**src/rtl/alu_sequencer_pkg.sv**
```systemverilog
// Shared definitions for the ALU sequencer: opcodes, step encodings,
// bus source codes and the per-step control decode.
package alu_sequencer_pkg;

    // Instruction opcodes (din[8:6])
    localparam logic [2:0] OP_MV   = 3'b000;
    localparam logic [2:0] OP_MVI  = 3'b001;
    localparam logic [2:0] OP_ADD  = 3'b010;
    localparam logic [2:0] OP_SUB  = 3'b011;
    localparam logic [2:0] OP_ADDC = 3'b100;
    localparam logic [2:0] OP_CMP  = 3'b101;

    // Bus source codes beyond R0-R7
    localparam logic [3:0] SEL_DIN = 4'd8;
    localparam logic [3:0] SEL_G   = 4'd9;

    // Instruction steps; T0 is idle / fetch
    typedef enum logic [1:0] {
        T0 = 2'd0,
        T1 = 2'd1,
        T2 = 2'd2,
        T3 = 2'd3
    } state_t;

    // Control word held in registers for the current step.
    // r_we is the register-file write term; the target comes from ir X.
    typedef struct packed {
        logic [3:0] bus_sel;
        logic       r_we;
        logic       a_in;
        logic       g_in;
        logic       add_sub;
        logic       cin;
        logic       done;
        logic       illegal;
    } ctrl_t;

    // True for the four opcodes that go through A, the ALU and G
    function automatic logic is_alu_op(input logic [2:0] op);
        logic r;
        case (op)
            OP_ADD, OP_SUB, OP_ADDC, OP_CMP: r = 1'b1;
            default:                         r = 1'b0;
        endcase
        return r;
    endfunction

    // True for the opcodes that subtract (invert operand, carry in of 1)
    function automatic logic is_sub_op(input logic [2:0] op);
        return (op == OP_SUB) || (op == OP_CMP);
    endfunction

    // Control outputs for a given step, instruction and carry flag.
    // Every signal not named for a step stays 0 (bus_sel included).
    function automatic ctrl_t decode_ctrl(input state_t     st,
                                          input logic [8:0] ir,
                                          input logic       carry);
        ctrl_t      c;
        logic [2:0] op;
        logic [2:0] x;
        logic [2:0] y;
        op = ir[8:6];
        x  = ir[5:3];
        y  = ir[2:0];
        c  = '0;
        case (st)
            T1: begin
                case (op)
                    OP_MV: begin
                        c.bus_sel = {1'b0, y};
                        c.r_we    = 1'b1;
                        c.done    = 1'b1;
                    end
                    OP_MVI: begin
                        c.bus_sel = SEL_DIN;
                        c.r_we    = 1'b1;
                        c.done    = 1'b1;
                    end
                    OP_ADD, OP_SUB, OP_ADDC, OP_CMP: begin
                        c.bus_sel = {1'b0, x};
                        c.a_in    = 1'b1;
                    end
                    default: begin
                        c.done    = 1'b1;
                        c.illegal = 1'b1;
                    end
                endcase
            end
            T2: begin
                c.bus_sel = {1'b0, y};
                c.g_in    = 1'b1;
                c.add_sub = is_sub_op(op);
                c.cin     = is_sub_op(op) | ((op == OP_ADDC) & carry);
            end
            T3: begin
                c.done = 1'b1;
                // cmp only updates flags; the result in G is discarded
                if (op != OP_CMP) begin
                    c.bus_sel = SEL_G;
                    c.r_we    = 1'b1;
                end
            end
            default: begin
                c = '0;
            end
        endcase
        return c;
    endfunction

endpackage

```
**src/rtl/alu_sequencer_reg_select_decoder.sv**
```systemverilog
// 3-to-8 one-hot decoder with enable; selects which of R0-R7 loads.
module alu_sequencer_reg_select_decoder (
    input  logic [2:0] sel,
    input  logic       en,
    output logic [7:0] onehot
);

    // One bit set for the selected register, all zero when disabled
    always_comb begin
        onehot = '0;
        if (en) begin
            onehot[sel] = 1'b1;
        end
    end

endmodule

```
**src/rtl/alu_sequencer.sv**
```systemverilog
// Multi-cycle control sequencer for the R0-R7 / A / G / add-sub datapath.
// Fetches a 9-bit instruction IIIXXXYYY in T0 and steps through T1-T3,
// driving bus select, register loads and ALU control from registers.
// Handshake: run is sampled only on a rising edge in T0; when high, din is
// captured and the instruction starts. done pulses for exactly one cycle in
// the last step of each accepted instruction; run seen outside T0 is dropped.
module alu_sequencer #(
    parameter int n = 8
) (
    input  logic         clock,
    input  logic         reset,
    input  logic         run,
    input  logic [8:0]   din,
    input  logic [n-1:0] alu_sum,
    input  logic         alu_cout,
    input  logic         alu_overflow,
    output logic [7:0]   r_in,
    output logic         a_in,
    output logic         g_in,
    output logic [3:0]   bus_sel,
    output logic         add_sub_control,
    output logic         alu_cin,
    output logic         done,
    output logic         illegal,
    output logic         carry_flag,
    output logic         overflow_flag,
    output logic         zero_flag
);

    import alu_sequencer_pkg::*;

    // Current step and latched instruction; state is the observable FSM step
    state_t     state;
    state_t     state_nxt;
    logic [8:0] ir;
    logic [8:0] ir_nxt;

    logic       carry_nxt;
    logic       overflow_nxt;
    logic       zero_nxt;

    ctrl_t      ctrl_q;
    ctrl_t      ctrl_nxt;

    logic       r_we_gated;

    // Next step, next instruction, next flags, and the control word for the next step
    always_comb begin
        state_nxt    = state;
        ir_nxt       = ir;
        carry_nxt    = carry_flag;
        overflow_nxt = overflow_flag;
        zero_nxt     = zero_flag;
        case (state)
            T0: begin
                if (run) begin
                    ir_nxt    = din;
                    state_nxt = T1;
                end
            end
            T1: begin
                state_nxt = is_alu_op(ir[8:6]) ? T2 : T0;
            end
            T2: begin
                // Only ALU opcodes reach T2, so the flags always latch here
                state_nxt    = T3;
                carry_nxt    = alu_cout;
                overflow_nxt = alu_overflow;
                zero_nxt     = (alu_sum == '0);
            end
            T3: begin
                state_nxt = T0;
            end
            default: begin
                state_nxt = T0;
            end
        endcase
        ctrl_nxt = decode_ctrl(state_nxt, ir_nxt, carry_nxt);
    end

    // Step, instruction, flag and registered-control state
    always_ff @(posedge clock) begin
        if (reset) begin
            state         <= T0;
            ir            <= '0;
            carry_flag    <= 1'b0;
            overflow_flag <= 1'b0;
            zero_flag     <= 1'b0;
            ctrl_q        <= '0;
        end else begin
            state         <= state_nxt;
            ir            <= ir_nxt;
            carry_flag    <= carry_nxt;
            overflow_flag <= overflow_nxt;
            zero_flag     <= zero_nxt;
            ctrl_q        <= ctrl_nxt;
        end
    end

    // Load enables are masked while reset is high so an instruction cut off
    // mid-step cannot write A, G or the register file during the reset cycle.
    assign r_we_gated      = ctrl_q.r_we & ~reset;
    assign a_in            = ctrl_q.a_in & ~reset;
    assign g_in            = ctrl_q.g_in & ~reset;
    assign bus_sel         = ctrl_q.bus_sel;
    assign add_sub_control = ctrl_q.add_sub;
    assign alu_cin         = ctrl_q.cin;
    assign done            = ctrl_q.done;
    assign illegal         = ctrl_q.illegal;

    alu_sequencer_reg_select_decoder u_reg_select (
        .sel    (ir[5:3]),
        .en     (r_we_gated),
        .onehot (r_in)
    );

endmodule

```
**config.mk**
```make
export PLATFORM = sky130hd
export DESIGN_NAME = alu_sequencer
export DESIGN_NICKNAME = d
export VERILOG_FILES = /design/src/rtl/alu_sequencer_pkg.sv /design/src/rtl/alu_sequencer_reg_select_decoder.sv /design/src/rtl/alu_sequencer.sv
export SDC_FILE = /design/constraint.sdc
export NUM_CORES = 1
export LEC_CHECK = 0
export BUFFER_PORTS_ARGS = -buffer_cell sky130_fd_sc_hd__buf_2
export CAP_MARGIN = 5
export CORE_MARGIN = 3
export CORE_UTILIZATION = 46
export DETAILED_ROUTE_END_ITERATION = 8
export PLACE_DENSITY = 0.76
export SYNTH_ARGS = -nofsm -noshare
export SYNTH_HDL_FRONTEND = slang
export SYNTH_SLANG_ARGS = --single-unit
```
**constraint.sdc**
```tcl
create_clock -name clock -period 1.6 [get_ports clock]
set_input_delay 0.16 -clock clock [delete_from_list [all_inputs] [get_ports clock]]
set_output_delay 0.16 -clock clock [all_outputs]
set_load 0.05 [all_outputs]
```
==> PnR_summary.wiki <==
{| class="wikitable"
! Metric !! Value
|-
| Run status || complete, no violations
|-
| Maximum vdd drop || 0.5721 mV
|-
| FF/Latch Area || 504.2 sq um
|-
| Die width || 54.40 microns
|-
| Leftover overflow at the end of global routing || 0
|-
| Clock tree from TritonCTS || built
|-
| Dominant delay contributor by cell family on the critical path || simple AND/OR/NAND/NOR gates
|-
| Worst Path Class, Setup || reg2out
|-
| Tmin final || 1575 ps
|-
| Maximum clock rate || 635.0 MHz
|-
| DRC marker count from the first detailed-route iteration || 24
|-
| Count of buffers from port buffering || 42
|-
| Clock tree root buffer cell || sky130_fd_sc_hd__clkbuf_4
|-
| Initial standard-cell utilization of the core || 0.5174
|-
| Global routing usage summed across all routing layers || 0.1838
|-
| FILL cells || 183
|-
| Data arrival time of the worst path || about 1400 ps
|-
| Largest buffer count on any clock path || 2
|-
| Worst slew pin tran || ~440 ps
|-
| ANT cells || 0
|-
| Synth Area in Simple Gates || 0.2787
|-
| First-pass iteration count of the detailed router || 4
|-
| Xor/xnor share of the synthesized area || 0.01626
|-
| Place WS || 82.23 ps
|-
| Slowest stage delay, CP || ~420 ps
|-
| Most common cell after layout, fill and taps aside || sky130_fd_sc_hd__buf_2
|-
| Net total in the final layout || 185
|-
| Crit end category || primary output
|-
| Vias per inst || approximately 5.1
|-
| Sequential share of the synthesized area || 0.4646
|-
| Setup Skew || between 3 and 4 ps
|-
| Post-route worst setup slack || 25.21 ps
|-
| Number of global-route vias before repair || 897
|-
| Antenna Violating Nets Remaining || 0
|-
| Synth Register Bits || 25
|-
| Number of buffer and inverter stages on the critical path || 1
|-
| Warnings, synthesis || 0
|-
| Gate count after technology mapping || between 100 and 150
|-
| Adder and majority cell fraction of the synthesized area || 0
|-
| Number of buffers added by the clock tree synthesis step || 3
|-
| Worst path required time || 1440 ps
|-
| Area Growth Syn to Fin || 27.18%
|-
| Final cycle utilization of the critical path || 0.9842
|-
| Final weighted congestion in routability-driven placement || 0.7962
|-
| Standard cell core area || between 2000 and 2500 sq um
|-
| Count of H-tree levels built during CTS || 1
|-
| Final Hold Fails || 0
|-
| Count of clock tree sinks || 25
|-
| Post-synthesis average cell area || 8.830 sq um
|-
| Syn Nets || 144
|-
| Compound-cell area share of the yosys netlist || 0.1150
|-
| Largest family of logic cells by synthesized area || simple AND/OR/NAND/NOR gates
|-
| Final number of max-transition violations || 0
|-
| Routed wirelength normalized by instance count || 13.22 microns
|-
| # setup viols final || 0
|-
| Rows || 16
|-
| Standby leakage power || between 0.6 and 0.7 nW
|-
| Cell chain of the critical path || or3b_4 > nor2_2 > buf_6
|-
| Residual DRC count || 0
|-
| Wire length of the first global-routing pass || 3933 microns
|-
| Areal power density over the cells || 841.6 nW/um^2
|-
| Final core area utilization || 0.6581
|-
| Die ar. || 2959 sq um
|-
| Commonest cells after routing, fill and taps aside || sky130_fd_sc_hd__buf_2 (38), sky130_fd_sc_hd__dfxtp_1 (22), sky130_fd_sc_hd__nor2_1 (14), sky130_fd_sc_hd__nand2_1 (14), sky130_fd_sc_hd__a21oi_1 (12)
|-
| Area of the multi-input gates || around 540 sq um
|-
| Library cells used by synthesis || 30
|-
| Maximum number of pins on one net before global-route repair || 25
|-
| Worst path slowest cell || sky130_fd_sc_hd__or3b_4
|-
| Clock insertion delay at the later pin of the skew report || 320 ps
|-
| Path type of the worst min-delay path || in2reg
|-
| Clock transition at the register clock pins on the worst setup and hold paths after CTS || 130 ps
|-
| Number of antenna violations at the first check in global routing || 0
|-
| Total via count in the routed design || 973
|-
| Setup repair after global routing missed its margin || true
|-
| Final hold slack || 71.36 ps
|-
| I/O pins || 43
|-
| Maximum fanout encountered on the critical timing path || 4
|-
| Detailed placer's ending HPWL || 1838 microns
|-
| Kind of start point of the critical path || flip-flop
|-
| Y dimension of the die || 54.40 microns
|-
| Headroom to the max-slew limit || 0.7021
|-
| # Max-Cap Violations || 0
|-
| Routed WL || 2499 microns
|-
| Ratio of cells with drive above 1 in the final layout || 0.3889
|-
| Cell area after technology mapping || 1077 sq um
|-
| Proportion of synthesized area in mux cells || 0.06736
|}
[state kept, by name, summed over array words and instances, names as in the netlist]
signal           count
carry_flag           1
bus_sel              4
zero_flag            1
add_sub_control      1
alu_cin              1
done                 1
state                2
ctrl_q               3
ir                   9
illegal              1
overflow_flag        1
[per-layer routing]
metal,GRT usage,share of wire,up-vias
li1,-,-,490
met1,0.2189,0.40,438
met2,0.3167,0.51,40
met5,0,0,-
met3,0.04087,0.075,5
met4,0.07469,0.015,0
[cell type report]
class	instances	area share
Multi-Input combinational cell	87	0.3973
Timing Repair Buffer	45	0.1881
Sequential cell	25	0.3680
Tap cell	27	0.02466
Clock buffer	4	0.01918
Inverter	1	0.002740
[tightest hold or removal path, cell delays in order]
cell and delay (ps):
sky130_fd_sc_hd__buf_2 70, sky130_fd_sc_hd__mux2i_1 50, sky130_fd_sc_hd__nor2_1 80
[synthesized netlist by cell type (all sizes together)]
library cell | n | area [sq um]
xor2 | 1 | 8.760
a31oi | 1 | 6.260
a21o | 1 | 7.510
inv | 1 | 3.750
a21oi | 12 | 60.06
nor3b | 1 | 18.77
nor2b | 6 | 37.54
nand2 | 14 | 52.55
or3b | 2 | 17.52
nand3b | 2 | 15.01
a2bb2oi | 2 | 17.52
a2111oi | 1 | 15.01
nor2 | 18 | 75.07
nand2b | 3 | 18.77
o21ai | 2 | 10.00
dfxtp | 25 | 500.5
nor3 | 8 | 40.04
a22oi | 1 | 7.510
mux2i | 5 | 50.05
nand4 | 1 | 6.260
clkbuf | 2 | 7.510
buf | 7 | 51.30
or2 | 1 | 6.260
mux2 | 2 | 22.52
nor4 | 2 | 12.51
xnor2 | 1 | 8.760
[timing repair]
action | 4_1_cts | 5_1_grt
setup buffers | 0 | 0
hold buffers | 0 | 0
pin swaps | 0 | 1
resized for setup | 8 | 9
setup endpoints to repair | 4 | 6
[power breakdown]
group | switching, mW | internal (mW) | total (mW)
clock network | 0.184 | 0.0978 | 0.281
registers | 0.0227 | 0.650 | 0.672
logic | 0.119 | 0.0804 | 0.199
[cells by family (layout without fill, tap and decap cells)]
kind of cell | count (synthesis) | count (layout)
simple gates | 58 | 58
mux | 7 | 7
flops | 25 | 25
xor+xnor | 2 | 2
buf+inv | 10 | 50
compound gates | 20 | 20
[stage by stage]
stage,instance area (sq um),total power [mW],setup TNS (ps),std cells
global placement,1295,0.8715,0,185
detailed placement,1295,0.8776,0,185
CTS,1344,1.151,0,189
global route,1370,1.201,-19.80,189
floorplan,1087,0.8167,-120.0,122
finish,1370,1.153,0,189
[final timing paths]
| check | from | end | slack, ps | cells past startpoint |
|---|---|---|---|---|
| hold reg to reg | zero_flag$_SDFFE_PP0P_ | zero_flag$_SDFFE_PP0P_ | 480 | 2 |
| hold / removal | alu_overflow | overflow_flag$_SDFFE_PP0P_ | 70 | 3 |
| setup reg to reg | state[1]$_SDFF_PP0_ | bus_sel[2]$_SDFF_PP0_ | 140 | 5 |
| setup / recovery | ir[5]$_SDFF_PP0_ | r_in[2] | 30 | 3 |
Note: power is estimated with default switching activity, not from simulation.
